## config.mk

```make
export PLATFORM = sky130hd
export DESIGN_NAME = hazard_ctrl_flat
export DESIGN_NICKNAME = d
export VERILOG_FILES = /design/src/rtl/hazard_ctrl_pkg.sv /design/src/rtl/hazard_ctrl_if.sv /design/src/rtl/hazard_ctrl_md_sequencer.sv /design/src/rtl/hazard_ctrl.sv /design/src/flat_wrapper.sv
export SDC_FILE = /design/constraint.sdc
export NUM_CORES = 1
export LEC_CHECK = 0
export CORE_UTILIZATION = 47
export CTS_CLUSTER_DIAMETER = 80
export CTS_CLUSTER_SIZE = 14
export DETAILED_ROUTE_END_ITERATION = 7
export GPL_TIMING_DRIVEN = 0
export PLACE_DENSITY = 0.75
export SETUP_SLACK_MARGIN = 0.15
export SLEW_MARGIN = 15
export SYNTH_ARGS = -nofsm -noshare
export SYNTH_HDL_FRONTEND = slang
export SYNTH_SLANG_ARGS = --single-unit
```

## constraint.sdc

```tcl
create_clock -name clk -period 2.86 [get_ports clk]
set_input_delay 0.429 -clock clk [delete_from_list [all_inputs] [get_ports clk]]
set_output_delay 0.429 -clock clk [all_outputs]
set_load 0.01 [all_outputs]
```

## src/rtl/hazard_ctrl_pkg.sv

```systemverilog
// Shared pipeline encodings for the hazard controller: mult/div op codes,
// forwarding selects, Tuse sentinel and the EX/MEM scoreboard entry.
package hazard_ctrl_pkg;

    typedef enum logic [2:0] {
        MD_NONE  = 3'd0,
        MD_MULT  = 3'd1,
        MD_MULTU = 3'd2,
        MD_DIV   = 3'd3,
        MD_DIVU  = 3'd4
    } md_op_e;

    typedef enum logic [1:0] {
        FWD_RF = 2'd0,
        FWD_E  = 2'd1,
        FWD_M  = 2'd2
    } fwd_sel_e;

    localparam logic [1:0] TUSE_NONE = 2'd3;

    typedef struct packed {
        logic [4:0] dst;
        logic [1:0] tnew;
    } sb_entry_t;

    // Tnew as the instruction advances one stage; floors at zero.
    function automatic logic [1:0] tnew_dec(input logic [1:0] t);
        return (t == 2'd0) ? 2'd0 : t - 2'd1;
    endfunction

    function automatic logic src_hazard(input logic [4:0] s, input logic [1:0] tuse,
                                        input sb_entry_t e);
        return (s != 5'd0) && (tuse != TUSE_NONE) && (e.dst == s) && (e.tnew > tuse);
    endfunction

    // EX wins over MEM: it holds the younger write to the same register.
    function automatic logic [1:0] fwd_pick(input logic [4:0] s, input sb_entry_t e,
                                            input sb_entry_t m);
        if (s == 5'd0)
            return FWD_RF;
        else if (e.dst == s && e.tnew == 2'd0)
            return FWD_E;
        else if (m.dst == s && m.tnew == 2'd0)
            return FWD_M;
        else
            return FWD_RF;
    endfunction

endpackage

```

## src/rtl/hazard_ctrl_if.sv

```systemverilog
// ID-stage request fields and pipeline control responses of the hazard controller.
interface hazard_ctrl_if;
    logic [4:0] d_rs;
    logic [4:0] d_rt;
    logic [1:0] d_tuse_rs;
    logic [1:0] d_tuse_rt;
    logic [4:0] d_dst;
    logic [1:0] d_tnew;
    logic [2:0] d_md_op;
    logic       d_md_use;
    logic       pc_en;
    logic       fd_en;
    logic       de_en;
    logic [1:0] fwd_rs_sel;
    logic [1:0] fwd_rt_sel;
    logic       md_start;
    logic       md_busy;

    modport master (
        output d_rs, d_rt, d_tuse_rs, d_tuse_rt, d_dst, d_tnew, d_md_op, d_md_use,
        input  pc_en, fd_en, de_en, fwd_rs_sel, fwd_rt_sel, md_start, md_busy
    );

    modport slave (
        input  d_rs, d_rt, d_tuse_rs, d_tuse_rt, d_dst, d_tnew, d_md_op, d_md_use,
        output pc_en, fd_en, de_en, fwd_rs_sel, fwd_rt_sel, md_start, md_busy
    );
endinterface

```

## src/rtl/hazard_ctrl_md_sequencer.sv

```systemverilog
// Mult/div issue sequencer: registered start pulse, latched op and busy countdown.
module md_sequencer
    import hazard_ctrl_pkg::*;
#(
    parameter int MULT_CYCLES = 5,
    parameter int DIV_CYCLES  = 10
) (
    input  logic       clk,
    input  logic       reset,
    input  logic [2:0] d_md_op,
    input  logic       stall,
    output logic       md_start,
    output logic       md_busy
);
    localparam int CNT_MAX = (MULT_CYCLES > DIV_CYCLES) ? MULT_CYCLES : DIV_CYCLES;
    localparam int CNT_W   = $clog2(CNT_MAX + 1);

    logic [CNT_W-1:0] md_cnt;
    logic [2:0]       op_q;
    logic             issue;
    logic             op_is_div;

    assign issue     = (d_md_op != MD_NONE) && !stall;
    assign op_is_div = (op_q == MD_DIV) || (op_q == MD_DIVU);
    // Combinational from state so an async reset drops busy at once.
    assign md_busy   = (md_cnt != '0);

    always_ff @(posedge clk or negedge reset) begin
        if (!reset) begin
            md_start <= 1'b0;
            op_q     <= MD_NONE;
            md_cnt   <= '0;
        end else begin
            md_start <= issue;
            if (issue)
                op_q <= d_md_op;
            // The start cycle itself is not busy; the count begins after it.
            if (md_start && md_cnt == '0)
                md_cnt <= op_is_div ? CNT_W'(DIV_CYCLES) : CNT_W'(MULT_CYCLES);
            else if (md_cnt != '0)
                md_cnt <= md_cnt - 1'b1;
        end
    end
endmodule

```

## src/rtl/hazard_ctrl.sv

```systemverilog
// Five-stage hazard controller: EX/MEM Tnew scoreboard, stall/bubble enables,
// ID-stage forwarding selects and the mult/div sequencer.
module hazard_ctrl
    import hazard_ctrl_pkg::*;
#(
    parameter int MULT_CYCLES = 5,
    parameter int DIV_CYCLES  = 10
) (
    input  logic         clk,
    input  logic         reset,
    hazard_ctrl_if.slave bus
);
    sb_entry_t e_q;
    sb_entry_t m_q;
    logic      data_stall;
    logic      md_stall;
    logic      stall;
    logic      md_req;
    logic      md_start;
    logic      md_busy;

    assign data_stall = src_hazard(bus.d_rs, bus.d_tuse_rs, e_q) |
                        src_hazard(bus.d_rs, bus.d_tuse_rs, m_q) |
                        src_hazard(bus.d_rt, bus.d_tuse_rt, e_q) |
                        src_hazard(bus.d_rt, bus.d_tuse_rt, m_q);

    // Any HI/LO consumer or new op waits until the unit is idle and not starting.
    assign md_req   = (bus.d_md_op != MD_NONE) || bus.d_md_use;
    assign md_stall = md_req && (md_start || md_busy);
    assign stall    = data_stall || md_stall;

    assign bus.pc_en      = ~stall;
    assign bus.fd_en      = ~stall;
    assign bus.de_en      = ~stall;
    assign bus.fwd_rs_sel = fwd_pick(bus.d_rs, e_q, m_q);
    assign bus.fwd_rt_sel = fwd_pick(bus.d_rt, e_q, m_q);
    assign bus.md_start   = md_start;
    assign bus.md_busy    = md_busy;

    // A stalled cycle pushes a bubble into EX while MEM keeps draining.
    always_ff @(posedge clk or negedge reset) begin
        if (!reset) begin
            e_q <= '0;
            m_q <= '0;
        end else begin
            m_q.dst  <= e_q.dst;
            m_q.tnew <= tnew_dec(e_q.tnew);
            if (stall) begin
                e_q <= '0;
            end else begin
                e_q.dst  <= bus.d_dst;
                e_q.tnew <= bus.d_tnew;
            end
        end
    end

    md_sequencer #(
        .MULT_CYCLES(MULT_CYCLES),
        .DIV_CYCLES (DIV_CYCLES)
    ) u_md_seq (
        .clk     (clk),
        .reset   (reset),
        .d_md_op (bus.d_md_op),
        .stall   (stall),
        .md_start(md_start),
        .md_busy (md_busy)
    );
endmodule

```

## src/flat_wrapper.sv

```systemverilog
// flat-port wrapper written by rule: the top's interface ports become plain ports
module hazard_ctrl_flat import hazard_ctrl_pkg::*;
#(
    parameter int MULT_CYCLES = 5,
    parameter int DIV_CYCLES  = 10
)
  (clk, reset, bus_d_rs, bus_d_rt, bus_d_tuse_rs, bus_d_tuse_rt, bus_d_dst, bus_d_tnew, bus_d_md_op, bus_d_md_use, bus_pc_en, bus_fd_en, bus_de_en, bus_fwd_rs_sel, bus_fwd_rt_sel, bus_md_start, bus_md_busy);
  hazard_ctrl_if bus_i ();
  input  logic clk;
  input  logic reset;
  input wire logic [$bits(bus_i.d_rs)-1:0] bus_d_rs;
  input wire logic [$bits(bus_i.d_rt)-1:0] bus_d_rt;
  input wire logic [$bits(bus_i.d_tuse_rs)-1:0] bus_d_tuse_rs;
  input wire logic [$bits(bus_i.d_tuse_rt)-1:0] bus_d_tuse_rt;
  input wire logic [$bits(bus_i.d_dst)-1:0] bus_d_dst;
  input wire logic [$bits(bus_i.d_tnew)-1:0] bus_d_tnew;
  input wire logic [$bits(bus_i.d_md_op)-1:0] bus_d_md_op;
  input wire logic [$bits(bus_i.d_md_use)-1:0] bus_d_md_use;
  output wire logic [$bits(bus_i.pc_en)-1:0] bus_pc_en;
  output wire logic [$bits(bus_i.fd_en)-1:0] bus_fd_en;
  output wire logic [$bits(bus_i.de_en)-1:0] bus_de_en;
  output wire logic [$bits(bus_i.fwd_rs_sel)-1:0] bus_fwd_rs_sel;
  output wire logic [$bits(bus_i.fwd_rt_sel)-1:0] bus_fwd_rt_sel;
  output wire logic [$bits(bus_i.md_start)-1:0] bus_md_start;
  output wire logic [$bits(bus_i.md_busy)-1:0] bus_md_busy;
  assign bus_i.d_rs = bus_d_rs;
  assign bus_i.d_rt = bus_d_rt;
  assign bus_i.d_tuse_rs = bus_d_tuse_rs;
  assign bus_i.d_tuse_rt = bus_d_tuse_rt;
  assign bus_i.d_dst = bus_d_dst;
  assign bus_i.d_tnew = bus_d_tnew;
  assign bus_i.d_md_op = bus_d_md_op;
  assign bus_i.d_md_use = bus_d_md_use;
  assign bus_pc_en = bus_i.pc_en;
  assign bus_fd_en = bus_i.fd_en;
  assign bus_de_en = bus_i.de_en;
  assign bus_fwd_rs_sel = bus_i.fwd_rs_sel;
  assign bus_fwd_rt_sel = bus_i.fwd_rt_sel;
  assign bus_md_start = bus_i.md_start;
  assign bus_md_busy = bus_i.md_busy;
  hazard_ctrl #(.MULT_CYCLES(MULT_CYCLES), .DIV_CYCLES(DIV_CYCLES)) u_core (.clk(clk), .reset(reset), .bus(bus_i));
endmodule
```

==> reports/qor.yml, run 1 <==
ys_seq_elements: 22
syn_to_final_growth_pct: 45.90
fillers: 200
synth_area_um2: 1404
vdd.ir_drop.worst_mv: 0.5123
portBuffers: 35
die_w_um: 56.65
initial_core_util_pct: 50.47
setup-violations-final: 0
drt-initial-drc-count: 46
cp-end-kind: "output port"
grt_antenna_before_repair: 0
seqPwrFrac_pct: 41.9
final_util_pct: 73.64
antenna_left: 0
crit_buf_inv: 3
min_to: "u_core.m_q[4]$_DFF_PN0_"
drc: 0
pwr_density_cell_nw_per_um2: 532.3
vias_per_cell: 5.377
gp_congestion: 0.8716
switching_power_mw: 0.3811
grt_pass1_vias: 1245
hold_start: "u_core.e_q[4]$_DFF_PN0_"
critPathArrivalTime_ns: 2.20
hold_buffers: 0
synthesis.nets: 181
cts_htree_levels: 1
reg2reg_slack_ns: 0.79
internal-power_mw: 0.7091
synth_cell_types: 34
power_mw: 1.090
path_clk_slew_ns: 0.12
p_clk_share_pct: 15.1
switching_share_pct: 34.95
cp_cell_sequence: "ha_4 > nor2b_4 > o21ai_1 > or4_4 > o211ai_4 > nor2_4 > buf_6 > buf_6 > buf_6"
rr_worst_depth: 9
num_rows: 19
holdWs_ns: 0.4494
fin_skew_ns: 0.01058
worstPathMaxFanout: 7
status: "complete, no violations"
critPathMostFrequentCell: "buf_6"
stdcell_count: 228
place_inst: 210
grt_max_degree: 23
core_area_um2: 2781
cts_tree: "done"
holdCritPathClass: "flop to flop"
whs_path_depth: 0
pwr-share-comb_pct: 43.0
cp_data_required_time_ns: 2.43
numCtsBuffers: 3
timing.final.hold_violations: 0
fin_tns_setup_ns: 0
period_minus_slack_ns: 2.628
maxCapViolCount: 0
seqCellArea_um2: 554.3
r2r_start: "u_core.e_q[1]$_DFF_PN0_"
slowest_stage: "dfrtp_2"
insertedDiodeCount: 0
clk_latency_ns: 0.30
fin_ws_ns: 0.2320
cts_max_path_buffers: 2
io_pins: 36
worst_pin_slew_ns: 0.9447
cts_sinks: 22
drt_wl_total_um: 3306
place_hpwl_um: 2501
dr_total_vias: 1226
die_height_um: 56.65
drive_gt1_share_pct: 24.87
yosysSeqAreaShare_pct: 39.22
period_share_pct: 91.89
grt_setup_unrepaired: "true"
slew_headroom_pct: 36.82
syn_inst: 144
multi_input_area_um2: 884.6
grt_overflow: 0
finalNetCount: 235
place_area_um2: 1793
root_buffer: "clkbuf_4"
grt_pass1_wl_um: 5609
drtPass1Iterations: 4
grt_usage_pct: 22.56
crit_type: "flop to output port"
pre_cts_ws_ns: -0.5499
start_kind: "flop"
routedWlPerCell_um: 14.50
max_clock_freq_mhz: 380.5
slowest_delay_ns: 0.47
crit_family: "simple AND/OR/NAND/NOR gates"
slew_viol_final: 0
leakagePower_nw: 0.9471
rr_endpoint: "u_core.e_q[1]$_DFF_PN0_"
ys_warn_count: 0
die_area_um2: 3209
fin_area_um2: 2048
synth.avg_cell_area_um2: 9.749
## worst register-to-register path, stage by stage, from the launching register on
cell and delay (ns):
dfrtp_2 0.47, ha_4 0.29, nor2b_4 0.12, o21ai_1 0.06, or4_4 0.44, o211ai_4 0.12
nor2_4 0.05, buf_6 0.13, buf_4 0.14, and2_1 0.15
## power by group through the flow
stage               clock, mW  sequential, mW  combinational, mW
floorplan                   0           0.445              0.265
global placement            0           0.455              0.376
detailed placement          0           0.463              0.404
CTS                     0.169           0.454              0.446
global route            0.185           0.466              0.521
finish                  0.165           0.457              0.469
## flip-flops by register name, indices dropped and copies added, names as in the netlist
| name | flops |
|---|---|
| u_core.m_q | 7 |
| u_core.u_md_seq.op_q | 3 |
| u_core.u_md_seq.md_start | 1 |
| u_core.e_q | 7 |
| u_core.u_md_seq.md_cnt | 4 |
## cell usage in the layout, fill, tap and decap left out, types with 3 or more instances in the layout
cell,n
o2bb2ai_1,3
ha_1,6
inv_1,9
xnor2_1,12
dfrtp_1,19
nor4_1,3
dlymetal6s2s_1,4
nand2_1,4
clkdlybuf4s50_1,18
nor2_1,10
inv_2,3
xor2_1,9
buf_4,13
a21oi_1,9
dfrtp_2,3
dlygate4sd2_1,9
and2_1,9
buf_6,6
ha_4,4
clkbuf_4,3
nor3_1,6
or4_4,3
## cells in the mapped netlist (all sizes together)
| library cell | instances | area share (%) |
|---|---|---|
| and2 | 9 | 4.0 |
| xor2 | 9 | 5.6 |
| nor4 | 4 | 1.8 |
| o21ai | 4 | 2.0 |
| a21oi | 9 | 3.2 |
| a22oi | 1 | 0.53 |
| nand2b | 2 | 0.89 |
| or4 | 3 | 1.6 |
| buf | 3 | 1.9 |
| nand2 | 4 | 1.1 |
| or3 | 1 | 0.45 |
| nand3 | 4 | 1.8 |
| o211ai | 1 | 1.5 |
| a211oi | 1 | 0.53 |
| dfrtp | 22 | 39 |
| and3b | 1 | 0.62 |
| a222oi | 1 | 0.71 |
| o2bb2ai | 3 | 1.9 |
| xnor2 | 12 | 7.5 |
| o31a | 1 | 0.62 |
| nor2 | 11 | 3.5 |
| nor2b | 2 | 0.89 |
| ha | 10 | 8.9 |
| a211o | 2 | 1.2 |
| or2 | 1 | 0.45 |
| o211a | 1 | 0.71 |
| nand4 | 1 | 0.45 |
| inv | 12 | 3.2 |
| nor3 | 8 | 2.9 |
| o22ai | 1 | 0.45 |
## worst max path at each step
stage	cells after the start	from	slack (ns)	end
2_1_floorplan	9	bus_d_tuse_rt[1]	0.59	bus_fd_en
3_3_place_gp	11	bus_d_tuse_rt[1]	-0.51	bus_fd_en
3_5_place_dp	11	bus_d_tuse_rt[1]	-0.55	bus_pc_en
4_1_cts	9	u_core.e_q[1]$_DFF_PN0_	0.11	bus_fd_en
5_1_grt	9	u_core.e_q[1]$_DFF_PN0_	0.15	bus_fd_en
6_report	9	u_core.e_q[1]$_DFF_PN0_	0.23	bus_fd_en
## repair_timing
item / 4_1_cts / 5_1_grt
buffers inserted: 8 / 6
endpoints found under the setup margin: 7 / 7
pin swaps: 6 / 10
resized for setup: 41 / 13
## cells by family after synthesis
group | after synthesis | share of synthesized area [%]
compound gates | 25 | 13.37
xor+xnor | 21 | 13.10
fa+ha+maj | 10 | 8.913
buf+inv | 15 | 5.080
flops | 22 | 39.22
simple gates | 51 | 20.32
## layout make-up
type / instances / area share (%)
Multi-Input combinational cell: 107 / 43.19
Timing Repair Buffer: 49 / 22.24
Sequential cell: 22 / 27.06
Clock buffer: 4 / 1.772
Tap cell: 31 / 1.894
Inverter: 12 / 2.199
Buffer: 3 / 1.649
## routing by layer
metal,wire length (um),vias up,GRT usage (%)
li1,-,606,-
met1,1422,587,28.94
met2,1751,31,40.34
met3,117,2,2.995
met4,15,0,4.878
met5,0,-,0
No activity file was read; power rests on OpenSTA's default activity.
==> inputs of run 2 (changes only) <==
- PLACE_DENSITY: 0.75 -> 0.79
- SLEW_MARGIN: 15 -> not set
==> reports/qor.yml, run 2 (same netlist as run 1, synthesis figures left out) <==
whs_path_depth: 0
place_inst: 210
dr_total_vias: 1238
io_pins: 36
gp_congestion: 0.8579
slew_headroom_pct: 37.76
cts_tree: "done"
internal-power_mw: 0.6988
grt_setup_unrepaired: "true"
grt_antenna_before_repair: 0
hold_start: "u_core.e_q[2]$_DFF_PN0_"
timing.final.hold_violations: 0
drt-initial-drc-count: 32
rr_endpoint: "u_core.e_q[4]$_DFF_PN0_"
slowest_delay_ns: 0.58
grt_overflow: 0
period_share_pct: 93.43
switching_share_pct: 35.16
max_clock_freq_mhz: 374.2
vdd.ir_drop.worst_mv: 0.5391
antenna_left: 0
place_area_um2: 1793
holdCritPathClass: "flop to flop"
pwr_density_cell_nw_per_um2: 536.0
finalNetCount: 232
clk_latency_ns: 0.30
fillers: 207
final_cell_mix: "clkdlybuf4s50_1 (19), dfrtp_1 (19), xnor2_1 (12)"
root_buffer: "clkbuf_4"
seqPwrFrac_pct: 42.5
setup-violations-final: 0
vias_per_cell: 5.502
slowest_stage: "or4_4"
grt_max_degree: 23
critPathArrivalTime_ns: 2.24
cts_sinks: 22
reg_top3: "u_core.e_q x7, u_core.m_q x7, u_core.u_md_seq.md_cnt x4"
grt_pass1_vias: 1215
fin_tns_setup_ns: 0
cp-end-kind: "output port"
die_w_um: 56.65
cts_max_path_buffers: 2
portBuffers: 35
period_minus_slack_ns: 2.672
num_rows: 19
switching_power_mw: 0.3790
reg2reg_slack_ns: 0.77
pwr-share-comb_pct: 42.1
maxCapViolCount: 0
worstPathMaxFanout: 3
core_area_um2: 2781
grt_pass1_wl_um: 5554
worst_pin_slew_ns: 0.9306
stdcell_count: 225
cp_cell_sequence: "dlygate4sd2_1 > or4_4 > nor2_1 > nor4_4 > o31a_1 > clkdlybuf4s50_1"
slew_viol_final: 0
start_kind: "input port"
insertedDiodeCount: 0
syn_to_final_growth_pct: 43.23
grt_usage_pct: 22.67
r2r_start: "u_core.e_q[0]$_DFF_PN0_"
fin_skew_ns: 0.01111
p_clk_share_pct: 15.4
crit_type: "input port to output port"
path_clk_slew_ns: 0.11
rr_worst_depth: 10
cts_htree_levels: 1
drive_gt1_share_pct: 23.20
fin_area_um2: 2011
die_area_um2: 3209
leakagePower_nw: 0.8956
drc: 0
place_hpwl_um: 2419
die_height_um: 56.65
cp_data_required_time_ns: 2.43
initial_core_util_pct: 50.47
drtPass1Iterations: 4
routedWlPerCell_um: 15.13
holdWs_ns: 0.4594
status: "complete, no violations"
min_to: "u_core.m_q[2]$_DFF_PN0_"
drt_wl_total_um: 3404
numCtsBuffers: 3
[run 2: through the flow]
step           utilization [%]  setup WS, ns  power, mW
2_1_floorplan                -        0.5915     0.7097
3_3_place_gp             64.46       -0.5047     0.8327
3_5_place_dp             64.46       -0.5282     0.8588
4_1_cts                  67.79        0.1308      1.037
5_1_grt                  72.29       0.08690      1.158
6_report                 72.29        0.1878      1.078
[run 2: worst max-delay path, delay by kind of cell]
family	cells	cell delay (ns)
and+or+nand+nor	3	0.94
buffers and inverters	2	0.76
AOI/OAI and AO/OA	1	0.12
[run 2: cell type report]
| type | count | area, um^2 | area share (%) |
|---|---|---|---|
| plain buffers | 3 | 26.28 | 1.307 |
| clock buffers | 4 | 36.28 | 1.805 |
| inverters | 12 | 45.04 | 2.240 |
| multi-input cells | 107 | 883.3 | 43.93 |
| flip-flops and latches | 22 | 554.3 | 27.57 |
| well taps | 31 | 38.79 | 1.929 |
| repair buffers | 46 | 426.7 | 21.22 |
[run 2: power by group through the flow]
stage / clock network (mW) / logic [mW] / registers, mW
finish: 0.166 / 0.454 / 0.458
global route: 0.185 / 0.506 / 0.468
CTS: 0.170 / 0.412 / 0.455
detailed placement: 0 / 0.395 / 0.464
global placement: 0 / 0.376 / 0.457
floorplan: 0 / 0.265 / 0.445
[run 2: timing repair]
| action | in CTS | in global routing |
|---|---|---|
| endpoints found under the hold margin | 0 | 0 |
| setup buffers | 3 | 7 |
| pin swaps | 4 | 5 |
| resized for setup | 32 | 13 |
| cloned | 0 | 1 |
| hold buffers | 0 | 0 |
| endpoints found under the setup margin | 6 | 5 |
[run 2: worst max-delay path by stage]
stage,start,to,slack [ns],cells after the start
6_report,bus_d_rs[4],bus_fwd_rs_sel[1],0.19,6
5_1_grt,bus_d_rs[3],bus_fwd_rs_sel[1],0.09,7
4_1_cts,bus_d_tuse_rs[1],bus_fd_en,0.13,10
3_5_place_dp,bus_d_tuse_rt[1],bus_fd_en,-0.53,11
3_3_place_gp,bus_d_tuse_rt[1],bus_fd_en,-0.50,11
2_1_floorplan,bus_d_tuse_rt[1],bus_fd_en,0.59,9
[run 2: layer usage]
metal	wire length (um)	global-route usage [%]
met4	44	9.408
met5	0	0
met2	1788	38.82
met3	137	3.456
met1	1435	28.36
==> inputs of run 3 (changes only) <==
- CORE_UTILIZATION: 47 -> 44
- PLACE_DENSITY: 0.79 -> 0.78
- clock period: 2.86 -> 2.32 ns (I/O delays scaled with it)
==> reports/qor.yml, run 3 (same netlist as run 1, synthesis figures left out) <==
reg_top3: "u_core.e_q x7, u_core.m_q x7, u_core.u_md_seq.md_cnt x4"
seqPwrFrac_pct: 40.6
grt_max_degree: 23
place_hpwl_um: 2417
pre_cts_ws_ns: -0.8528
pwr-share-comb_pct: 44.3
core_area_um2: 3028
grt_pass1_wl_um: 5368
drc: 0
grt_antenna_before_repair: 0
numCtsBuffers: 3
cts_sinks: 22
timing.final.hold_violations: 0
slew_viol_final: 0
switching_share_pct: 34.71
pwr_density_cell_nw_per_um2: 658.1
period_share_pct: 109.9
violations: "setup timing"
max_clock_freq_mhz: 392.3
holdWs_ns: 0.4523
routedWlPerCell_um: 13.58
cts_htree_levels: 1
grt_setup_unrepaired: "true"
drt_wl_total_um: 3314
crit_type: "flop to output port"
die_w_um: 58.49
leakagePower_nw: 0.9751
cp-end-kind: "output port"
fin_skew_ns: 0.001226
finalNetCount: 238
initial_core_util_pct: 46.36
gp_congestion: 0.9076
die_height_um: 58.49
slew_headroom_pct: 35.92
grt_overflow: 0
insertedDiodeCount: 0
hold_buffers: 0
path_clk_slew_ns: 0.12
clk_latency_ns: 0.30
maxCapViolCount: 0
drtPass1Iterations: 4
status: "finished with violations"
drt-initial-drc-count: 40
setup-violations-final: 8
cts_max_path_buffers: 2
io_pins: 36
fillers: 239
die_area_um2: 3421
final_common_cell: "dfrtp_1"
period_minus_slack_ns: 2.549
grt_usage_pct: 20.39
grt_pass1_vias: 1254
fin_ws_ns: -0.2293
drive_gt1_share_pct: 31.50
holdCritPathClass: "flop to flop"
p_clk_share_pct: 15.1
switching_power_mw: 0.4825
dr_total_vias: 1250
start_kind: "flop"
critPathArrivalTime_ns: 2.20
syn_to_final_growth_pct: 50.45
worstPathMaxFanout: 5
portBuffers: 35
num_rows: 20
vdd.ir_drop.worst_mv: 0.4315
cts_tree: "done"
vias_per_cell: 5.123
final_cell_mix: "dfrtp_1 (19), clkdlybuf4s50_1 (17), buf_4 (13)"
internal-power_mw: 0.9075
worst_pin_slew_ns: 0.9582
root_buffer: "clkbuf_4"
antenna_left: 0
cp_data_required_time_ns: 1.97
[run 3: changes by cell type in the layout (fill, tap and decap cells not counted), sizes merged]
cell           previous run  this run
buf                      16        24
clkbuf                    4         5
dlygate4sd2              11        12
clkdlybuf4s15             2         0
clkdlybuf4s50            19        17
[run 3: worst max-delay path: stages, from the launching register on]
cell	delay (ns)
dfrtp_2	0.48
ha_4	0.29
nor2b_4	0.13
o21ai_2	0.05
or4_4	0.43
o211ai_4	0.11
nor2_4	0.06
buf_6	0.13
buf_6	0.10
buf_6	0.11
[run 3: timing repair]
item / 4_1_cts / 5_1_grt
gates cloned: 0 / 0
setup endpoints to repair: 13 / 17
pin swaps: 7 / 9
buffers inserted: 11 / 6
hold endpoints to repair: 0 / 0
gates resized for setup: 57 / 13
[run 3: path summary, 6_finish.rpt]
check                                        start                 endpoint  slack, ns  cells past startpoint
setup / recovery           u_core.e_q[1]$_DFF_PN0_                bus_fd_en      -0.23                      9
hold / removal             u_core.e_q[6]$_DFF_PN0_  u_core.m_q[6]$_DFF_PN0_       0.45                      0
setup reg to reg           u_core.e_q[1]$_DFF_PN0_  u_core.e_q[0]$_DFF_PN0_      -0.06                     12
hold reg to reg            u_core.e_q[6]$_DFF_PN0_  u_core.m_q[6]$_DFF_PN0_       0.45                      0
max in group asynchronous                    reset  u_core.e_q[0]$_DFF_PN0_       1.12                      1
min in group asynchronous                    reset  u_core.e_q[3]$_DFF_PN0_       0.56                      1
[run 3: power groups by stage]
stage	clock (mW)	combinational [mW]	sequential [mW]
6_report	0.210	0.615	0.564
4_1_cts	0.214	0.574	0.561
5_1_grt	0.229	0.683	0.577
2_1_floorplan	0	0.328	0.549
3_5_place_dp	0	0.487	0.571
3_3_place_gp	0	0.465	0.563
[run 3: layout make-up]
type	instances	area [um^2]	share of cell area, %
Inverter	12	47.55	2.251
Clock buffer	4	36.28	1.718
Multi-Input combinational cell	107	917.1	43.42
Buffer	3	33.78	1.600
Tap cell	44	55.05	2.607
Sequential cell	22	554.3	26.24
Timing Repair Buffer	52	467.9	22.16
[run 3: stage by stage]
stage	std cells	power [mW]	instance area (um^2)	utilization, %	setup TNS, ns
after floorplan	144	0.8763	1408	-	0
after global placement	223	1.029	1813	59.88	-4.823
after detailed placement	223	1.059	1813	59.88	-5.344
after CTS	238	1.349	2018	66.65	-2.161
after global routing	244	1.489	2112	69.75	-1.329
final	244	1.390	2112	69.75	-0.8182
[run 3: metal layers]
metal	GRT usage [%]	share of wire, %
met3	1.758	3.8
met4	5.782	0.72
met1	24.15	42
met5	0	0
met2	39.08	54
